**config.mk**
```make
export PLATFORM = sky130hd
export DESIGN_NAME = chip_tx_scheduler
export DESIGN_NICKNAME = d
export VERILOG_FILES = /design/src/rtl/pcss_pkg.sv /design/src/rtl/chip_tx_fifo.sv /design/src/rtl/chip_tx_scheduler.sv
export SDC_FILE = /design/constraint.sdc
export NUM_CORES = 1
export LEC_CHECK = 0
export CAP_MARGIN = 20
export CORE_UTILIZATION = 50
export DETAILED_ROUTE_END_ITERATION = 6
export GPL_TIMING_DRIVEN = 0
export PLACE_DENSITY = 0.84
export SYNTH_ARGS = -nofsm -noshare
export SYNTH_HDL_FRONTEND = slang
export SYNTH_SLANG_ARGS = --single-unit
```
**constraint.sdc**
```tcl
create_clock -name clk -period 3.1 [get_ports clk]
set_input_delay 0.31 -clock clk [delete_from_list [all_inputs] [get_ports clk]]
set_output_delay 0.31 -clock clk [all_outputs]
set_load 0.02 [all_outputs]
```
**src/rtl/pcss_pkg.sv**
```systemverilog
// Shared sizing helpers and debug field constants for the chip transmit scheduler.
package pcss_pkg;

  // Ceiling log2; returns 0 for v <= 1.
  function automatic int log2c(input int v);
    int r;
    r = 0;
    for (int i = 0; i < 31; i++) begin
      r = (int'(32'd1 << i) < v) ? (i + 1) : r;
    end
    return r;
  endfunction

  function automatic int tag_width(input int n);
    return (log2c(n) < 1) ? 1 : log2c(n);
  endfunction

  localparam int FW_DEF      = 59;
  localparam int B_DEF       = 4;
  localparam int CONNECT_DEF = 2;

  // data_out layout: {tag[ATW-1:0], flit[FTW-1:0]}
  localparam int FTW = FW_DEF;
  localparam int ATW = tag_width(CONNECT_DEF);

endpackage

```
**src/rtl/chip_tx_fifo.sv**
```systemverilog
// Depth-B synchronous FIFO with combinational head, full/empty and a sticky overflow flag.
module chip_tx_fifo
  import pcss_pkg::*;
#(
  parameter int FW = 59,
  parameter int B  = 4
) (
  input  logic          clk,
  input  logic          rst_n,
  input  logic          wr_en,
  input  logic [FW-1:0] wr_data,
  input  logic          rd_en,
  output logic [FW-1:0] rd_data,
  output logic          full,
  output logic          empty,
  output logic          overflow
);

  localparam int CW = log2c(B) + 1;
  localparam int IW = (log2c(B) < 1) ? 1 : log2c(B);
  localparam logic [CW-1:0] CNT_FULL = CW'(B);
  localparam logic [IW-1:0] IDX_LAST = IW'(B - 1);

  logic [FW-1:0] mem_q [B];
  logic [FW-1:0] mem_d [B];
  logic [IW-1:0] wr_idx_q, wr_idx_d;
  logic [IW-1:0] rd_idx_q, rd_idx_d;
  logic [CW-1:0] cnt_q, cnt_d;
  logic          ovf_q, ovf_d;
  logic          push_s, pop_s;

  assign full     = (cnt_q == CNT_FULL);
  assign empty    = (cnt_q == {CW{1'b0}});
  assign pop_s    = rd_en && !empty;
  // A pop in the same cycle frees the slot, so a write to a full buffer is still accepted.
  assign push_s   = wr_en && (!full || pop_s);
  assign rd_data  = mem_q[rd_idx_q];
  assign overflow = ovf_q;

  always_comb begin
    mem_d    = mem_q;
    wr_idx_d = wr_idx_q;
    rd_idx_d = rd_idx_q;
    cnt_d    = cnt_q;
    ovf_d    = ovf_q;
    if (push_s) begin
      mem_d[wr_idx_q] = wr_data;
      wr_idx_d = (wr_idx_q == IDX_LAST) ? {IW{1'b0}} : (wr_idx_q + IW'(1));
    end else begin
      ovf_d = ovf_q | wr_en;
    end
    if (pop_s) begin
      rd_idx_d = (rd_idx_q == IDX_LAST) ? {IW{1'b0}} : (rd_idx_q + IW'(1));
    end else begin
      rd_idx_d = rd_idx_q;
    end
    case ({push_s, pop_s})
      2'b10:   cnt_d = cnt_q + CW'(1);
      2'b01:   cnt_d = cnt_q - CW'(1);
      default: cnt_d = cnt_q;
    endcase
  end

  always_ff @(posedge clk) begin
    if (!rst_n) begin
      wr_idx_q <= {IW{1'b0}};
      rd_idx_q <= {IW{1'b0}};
      cnt_q    <= {CW{1'b0}};
      ovf_q    <= 1'b0;
    end else begin
      wr_idx_q <= wr_idx_d;
      rd_idx_q <= rd_idx_d;
      cnt_q    <= cnt_d;
      ovf_q    <= ovf_d;
    end
  end

  // Storage is qualified by the counters, so it needs no reset.
  always_ff @(posedge clk) begin
    mem_q <= mem_d;
  end

endmodule

```
**src/rtl/chip_tx_scheduler.sv**
```systemverilog
// Round-robin scheduler sharing one chip_interface transmit path among CONNECT NoC channels.
module chip_tx_scheduler
  import pcss_pkg::*;
#(
  parameter int FW      = 59,
  parameter int B       = 4,
  parameter int CONNECT = 2,
  localparam int TW     = tag_width(CONNECT)
) (
  input  logic                  clk,
  input  logic                  rst_n,
  input  logic [FW*CONNECT-1:0] flit_in_noc,
  input  logic [CONNECT-1:0]    flit_in_wr_noc,
  output logic [CONNECT-1:0]    credit_out_noc,
  input  logic                  send_fifo_full,
  input  logic [CONNECT-1:0]    connect_available,
  output logic [FW+TW-1:0]      data_out,
  output logic                  data_out_wr,
  output logic                  overflow_err
);

  localparam logic [TW-1:0] PTR_LAST = TW'(CONNECT - 1);

  logic [FW-1:0]      head_s [CONNECT];
  logic [CONNECT-1:0] full_s, empty_s, ovf_s, pop_s, elig_s;
  logic               unused_full_s;

  logic               grant_vld_s, hit_s;
  logic [TW-1:0]      grant_idx_s, cand_s;

  logic [TW-1:0]      ptr_q, ptr_d;
  logic [FW+TW-1:0]   data_out_q, data_out_d;
  logic               data_out_wr_q, data_out_wr_d;
  logic [CONNECT-1:0] credit_q, credit_d;

  for (genvar j = 0; j < CONNECT; j++) begin : g_fifo
    chip_tx_fifo #(.FW(FW), .B(B)) u_fifo (
      .clk      (clk),
      .rst_n    (rst_n),
      .wr_en    (flit_in_wr_noc[j]),
      .wr_data  (flit_in_noc[FW*j +: FW]),
      .rd_en    (pop_s[j]),
      .rd_data  (head_s[j]),
      .full     (full_s[j]),
      .empty    (empty_s[j]),
      .overflow (ovf_s[j])
    );
  end

  assign unused_full_s = ^full_s;
  assign elig_s = ~empty_s & connect_available & {CONNECT{~send_fifo_full}};

  // First eligible channel scanning upward from the pointer, wrapping.
  always_comb begin
    grant_vld_s = 1'b0;
    grant_idx_s = {TW{1'b0}};
    cand_s      = {TW{1'b0}};
    hit_s       = 1'b0;
    for (int k = 0; k < CONNECT; k++) begin
      cand_s      = TW'((int'(ptr_q) + k) % CONNECT);
      hit_s       = !grant_vld_s && elig_s[cand_s];
      grant_idx_s = hit_s ? cand_s : grant_idx_s;
      grant_vld_s = grant_vld_s | hit_s;
    end
  end

  always_comb begin
    pop_s         = grant_vld_s ? (CONNECT'(1) << grant_idx_s) : {CONNECT{1'b0}};
    ptr_d         = ptr_q;
    data_out_d    = data_out_q;
    data_out_wr_d = grant_vld_s;
    credit_d      = pop_s;
    if (grant_vld_s) begin
      ptr_d      = (grant_idx_s == PTR_LAST) ? {TW{1'b0}} : (grant_idx_s + TW'(1));
      data_out_d = {grant_idx_s, head_s[grant_idx_s]};
    end else begin
      ptr_d      = ptr_q;
      data_out_d = data_out_q;
    end
  end

  always_ff @(posedge clk) begin
    if (!rst_n) begin
      ptr_q         <= {TW{1'b0}};
      data_out_q    <= {(FW+TW){1'b0}};
      data_out_wr_q <= 1'b0;
      credit_q      <= {CONNECT{1'b0}};
    end else begin
      ptr_q         <= ptr_d;
      data_out_q    <= data_out_d;
      data_out_wr_q <= data_out_wr_d;
      credit_q      <= credit_d;
    end
  end

  assign data_out       = data_out_q;
  assign data_out_wr    = data_out_wr_q;
  assign credit_out_noc = credit_q;
  assign overflow_err   = |ovf_s;

endmodule

```
==> run summary, run 1 <==
skew final: 0.0193 ns
synth cell count leaders: edfxtp_1, mux4_2, nand2_1, dfxtp_1, a22oi_1
DRC Markers: 0
maximum clock rate: 338 MHz
die width: 205 µm
Final Slew Violations: 0
class of the most critical setup path: reg -> reg
NumNets Final: 1,400
Root Buffer: clkbuf_16
Syn Nets: 1,149
DRT antenna net count: 0
relative slew slack: 11.5%
crit end category: register
synthesis-stage register bit count: 552
# port buffers: 187
Slew @ Worst Pin: 1.33 ns
HP Class: in -> reg
reg2reg end: g_fifo[0].u_fifo.cnt_q[2]$_SDFFE_PN0P_
Cells on Worst Hold Path: 3
HPWL Detailed: 28,300 µm
Pre-Repair DR Iteration Count: 5
prevailing post-synth register cell: edfxtp_1
top cell type by total area after synthesis: edfxtp_1
total clock buffers created by CTS: 54
gr usage total: 22.0%
most frequent cell after synthesis: edfxtp_1
Setup crit start kind: register
Post-synth ARST share: 0%
unrepaired setup endpoints after global routing: false
vias in the first global route: 11,200
Seq/Total Area, Yosys: 76.8%
synth unique cells: 43
Row Count: 73
Vias: 10,500
Post-CTS Setup Inserts: 0
main area contributors after synthesis: edfxtp_1, mux4_2, dfxtp_1
H-tree Lvls: 2
Post-synth EDFFs: 472
final WL: 45,100 µm
Leak: 8.29 nW
Power, Total: 17.4 mW
Crit Reg-Reg Startpoint: g_fifo[0].u_fifo.cnt_q[2]$_SDFFE_PN0P_
IO Count: 189
Final min period: 2.96 ns
GPL Wtd Cong: 0.748
antenna violations before repair: 6
CTS max path bufs: 3
R2R Setup Slk: 0.14 ns
R2R cell count: 11
largest net degree at the start of global routing: 49
Hold Crit Start: flit_in_wr_noc[1]
MaxCap Viol Count: 0
fin crit share: 95.4%
Via density: 5.73
arrival time worst endpoint: 3.46 ns
Post-Syn Area: 20,500 µm²
Final Hold Vio Count: 0
TritonCTS clock tree: yes
Worst-Skew Late Latency: 0.59 ns
clock-pin slew on the worst setup and hold paths: 0.06 ns
Ys Warns: 0
DIE AREA: 41,900 µm²
status: complete, no violations
post-layout util: 62.5%
DR iter-0 viols: 887
post-synthesis cell count: 1,011
WP data required: 3.60 ns
syn avg cell area: 20.3 µm²
# hold bufs at CTS: 0
CP cell instances: or3_1 > buf_6 > o211ai_1 > a31oi_4 > inv_1 > ha_1 > inv_1 > fa_1 > xor2_1 > or3_1 > a21oi_1
Initial Util: 51.2%
setup TNS: 0 ns
hold endpoint: g_fifo[1].u_fifo.cnt_q[1]$_SDFFE_PN0P_
layout cells sized above 1: 18.1%
CTS sink count: 552
remaining global-route overflow: 0
die span in y: 205 µm
area of the core: 40,100 µm²
worst vdd ir: 556 µV
pwr dens: 693 nW/µm²
Layout area overhead: 22.0%
Largest stage delay, worst path: 0.43 ns
WL/cell: 24.6 µm
Max FO, Critical Path: 7
Worst path slowest cell: fa_1
share of the synthesized area in the top cell type: 69.0%
fillers: 2,720
Final setup viols: 0
first-pass GRT wire length: 66,800 µm
## where the power goes
part           leakage, nW  switching, mW  internal, mW
clock network        0.863           2.65          3.74
logic                 2.44           1.15         0.978
registers             4.99          0.186          8.64
## how the worst max path moves through the flow
stage / start / to / slack [ns]
2_1_floorplan: g_fifo[0].u_fifo.cnt_q[2]$_SDFFE_PN0P_ / g_fifo[1].u_fifo.mem_q[0]$_DFFE_PP_ / 0.38
3_3_place_gp: connect_available[0] / g_fifo[0].u_fifo.mem_q[210]$_DFFE_PP_ / -0.86
3_5_place_dp: connect_available[0] / g_fifo[0].u_fifo.mem_q[109]$_DFFE_PP_ / -0.23
4_1_cts: g_fifo[0].u_fifo.cnt_q[2]$_SDFFE_PN0P_ / g_fifo[0].u_fifo.cnt_q[2]$_SDFFE_PN0P_ / 0.11
5_1_grt: g_fifo[0].u_fifo.cnt_q[2]$_SDFFE_PN0P_ / g_fifo[0].u_fifo.cnt_q[2]$_SDFFE_PN0P_ / 0.02
6_report: g_fifo[0].u_fifo.cnt_q[2]$_SDFFE_PN0P_ / g_fifo[0].u_fifo.cnt_q[2]$_SDFFE_PN0P_ / 0.14
## critical path, delay by kind of cell (launching register included)
family	cells	cell delay [ns]
AOI/OAI and AO/OA	3	0.67
xor gates and xnor gates	1	0.16
adders and majority gates	2	0.61
buffers and inverters	3	0.32
DFF	1	0.38
and+or+nand+nor	2	0.73
## cell usage in the layout (no fill, tap or decap), types with 5 or more instances in the layout
master,synthesis,routed
mux4_2,118,118
edfxtp_1,472,472
buf_16,0,6
inv_1,13,13
buf_6,5,5
ha_1,11,11
and2_4,0,8
clkbuf_16,0,55
dfxtp_1,80,80
clkinv_2,0,11
nand2_1,95,95
clkdlybuf4s50_1,0,187
nor2_1,10,10
a22oi_1,41,41
mux2i_1,28,28
clkbuf_8,0,10
buf_2,7,7
buf_1,6,6
or3_1,6,6
o221ai_1,18,18
clkbuf_1,34,49
a21oi_1,23,23
## layout make-up
class	instances	area (µm²)	area share, %
Sequential cell	552	15800	62.9
Multi-Input combinational cell	393	4500	18.0
Timing Repair Buffer	195	2080	8.29
Clock buffer	81	1570	6.28
Tap cell	525	657	2.62
Buffer	53	250	0.999
Clock inverter	19	173	0.689
Inverter	13	48.8	0.195
Antenna cell	2	5.00	0.0200
## repair_timing
action,CTS,global route
gates resized for setup,0,4
hold endpoints to repair,0,0
setup endpoints to repair,0,1
## flip-flops by register name, indices dropped and copies added (netlist names), 2 cells and up
signal and count:
data_out 60, g_fifo.u_fifo.cnt_q 6, g_fifo.u_fifo.wr_idx_q 4, g_fifo.u_fifo.mem_q 472, g_fifo.u_fifo.overflow 2, g_fifo.u_fifo.rd_idx_q 4, credit_out_noc 2
## layer usage
| layer | global-route usage, % | up-vias | share of wire [%] |
|---|---|---|---|
| met5 | 0 | - | 0.16 |
| met4 | 7.17 | 10 | 2.3 |
| met3 | 5.19 | 74 | 7.7 |
| met2 | 38.0 | 402 | 52 |
| met1 | 27.4 | 5399 | 38 |
| li1 | - | 4622 | - |
## logic make-up after synthesis
kind of cell             count (synthesis)  synth area share [%]
flip-flops                             552                  76.8
buffers and inverters                   66                  1.45
AO/OA/AOI/OAI                           95                  3.50
XOR/XNOR                                 3                 0.128
adder cells (fa/ha/maj)                 13                 0.865
multiplexers                           146                  14.3
AND/OR/NAND/NOR                        136                  2.95
## through the flow
| stage | hold slack [ns] | area [µm²] | instances | setup slack, ns |
|---|---|---|---|---|
| 2_1_floorplan | 0.409 | 20500 | 1011 | 0.382 |
| 3_3_place_gp | 0.426 | 23100 | 1723 | -0.864 |
| 3_5_place_dp | 0.430 | 23300 | 1731 | -0.234 |
| 4_1_cts | 0.248 | 25000 | 1831 | 0.106 |
| 5_1_grt | 0.293 | 25100 | 1831 | 0.0177 |
| 6_report | 0.279 | 25100 | 1833 | 0.144 |
Power figures use the tool's default switching activity.
==> run 2: changes to the inputs <==
- PLACE_DENSITY: 0.84 -> 0.81
- clock period: 3.1 -> 3.4 ns (I/O delays scaled with it)
==> run summary, run 2 (same netlist as run 1, synthesis figures left out) <==
status: complete, no violations
HP Class: in -> reg
post-layout util: 62.6%
Post-Layout Inst Area: 25,100 µm²
fillers: 2,784
relative slew slack: 24.2%
class of the most critical setup path: reg -> reg
cell-internal power: 12.1 mW
NumNets Final: 1,402
antenna violations before repair: 6
Worst-Skew Late Latency: 0.60 ns
maximum clock rate: 337 MHz
Reg power frac: 50.9%
metal3 WL: 2920 µm
most frequent cells in the layout: edfxtp_1, clkdlybuf4s50_1, mux4_2
HPWL Detailed: 27,800 µm
Final Slew Violations: 0
DIE AREA: 41,900 µm²
Initial Util: 51.2%
TritonCTS clock tree: yes
arrival time worst endpoint: 3.48 ns
CTS sink count: 552
vias in the first global route: 11,200
Root Buffer: clkbuf_16
WP data required: 3.91 ns
clock-pin slew on the worst setup and hold paths: 0.06 ns
unrepaired setup endpoints after global routing: false
WL/cell: 24.2 µm
final WL: 44,500 µm
CTS resizes: 0
Slew @ Worst Pin: 1.14 ns
Post-CTS Setup Inserts: 0
worst vdd ir: 476 µV
Final setup viols: 0
Pre-Repair DR Iteration Count: 5
multi-input logic area: 4490 µm²
Via density: 5.70
Vias: 10,500
Max FO, Critical Path: 7
IO Count: 189
Placed Area: 23,300 µm²
total clock buffers created by CTS: 55
Final Hold Vio Count: 0
layout cells sized above 1: 18.3%
remaining global-route overflow: 0
fin crit share: 87.3%
MaxCap Viol Count: 0
DR iter-0 viols: 806
sw frac: 23.2%
wire length on met2: 22,600 µm
crit end category: register
largest net degree at the start of global routing: 43
leading cell type in the layout, fill and taps excluded: edfxtp_1
Final min period: 2.97 ns
first-pass GRT wire length: 65,900 µm
combinational power share: 12.3%
die span in y: 205 µm
clock share of power: 36.8%
pwr dens: 629 nW/µm²
Biggest register: g_fifo.u_fifo.mem_q
Leak: 8.29 nW
Top Metal Used: met5
# hold bufs at CTS: 0
CTS max path bufs: 3
GPL Wtd Cong: 0.780
DRT antenna net count: 0
H-tree Lvls: 2
# port buffers: 187
met1 wire length: 18,000 µm
Sw Pwr: 3.67 mW
max reg flops: 472
die width: 205 µm
FF/Latch Area: 15,800 µm²
Setup crit start kind: register
skew final: 0.0256 ns
DRC Markers: 0
Row Count: 73
gr usage total: 21.6%
area of the core: 40,100 µm²
Layout area overhead: 22.1%
run 2: cell count changes in the layout (fill, tap and decap cells not counted), moves of 2 or more:
cell and delta:
clkinv_2 +2, clkinvlp_4 +2, clkinv_8 +2, diode_2 +2
clkbuf_8 -3
run 2: per-stage QoR:
step / std cells / setup slack, ns / hold slack, ns / power (mW) / setup TNS [ns]
2_1_floorplan: 1011 / 0.0417 / 0.432 / 9.26 / 0
3_3_place_gp: 1723 / -1.78 / 0.427 / 10.0 / -804.97
3_5_place_dp: 1731 / 0.0554 / 0.432 / 10.1 / 0
4_1_cts: 1834 / 0.432 / 0.305 / 15.9 / 0
5_1_grt: 1835 / 0.184 / 0.358 / 16.3 / 0
6_report: 1839 / 0.431 / 0.370 / 15.8 / 0
run 2: worst max-delay path, cell delays in order (launching register included):
cell and delay [ns]:
dfxtp_1 0.34, or3_1 0.39, buf_6 0.15, o211ai_1 0.21, a31oi_1 0.36, inv_1 0.14, ha_1 0.19, inv_1 0.07
fa_1 0.43, xor2_1 0.16, or3_1 0.31, a21oi_1 0.14
run 2: final timing paths:
kind              slack [ns]                                      to                                   start  cells past startpoint
setup / recovery        0.43  g_fifo[0].u_fifo.cnt_q[2]$_SDFFE_PN0P_  g_fifo[0].u_fifo.cnt_q[2]$_SDFFE_PN0P_                     11
hold / removal          0.37  g_fifo[1].u_fifo.overflow$_SDFFE_PN0N_                       flit_in_wr_noc[1]                      3
setup reg to reg        0.43  g_fifo[0].u_fifo.cnt_q[2]$_SDFFE_PN0P_  g_fifo[0].u_fifo.cnt_q[2]$_SDFFE_PN0P_                     11
hold reg to reg         0.44                data_out[2]$_SDFFE_PN0N_                data_out[2]$_SDFFE_PN0N_                      2
run 2: cell type report:
cell class	instances	share of cell area, %
Antenna cell	4	0.0399
Buffer	53	0.992
Clock buffer	78	6.19
Clock inverter	25	0.833
Inverter	13	0.194
Multi-Input combinational cell	393	17.9
Sequential cell	552	62.9
Tap cell	525	2.62
Timing Repair Buffer	196	8.37
run 2: per-layer routing:
metal,up-vias,track usage (%)
met5,-,0
met4,4,6.42
met3,70,5.23
met2,314,37.0
met1,5466,27.4
li1,4627,-
run 2: power by group through the flow:
stage,Sequential [mW],Clock [mW],Combinational [mW]
floorplan,8.29,0,0.966
global placement,8.19,0,1.84
detailed placement,8.18,0,1.94
CTS,8.04,5.91,1.96
global route,8.08,6.14,2.09
finish,8.04,5.81,1.94
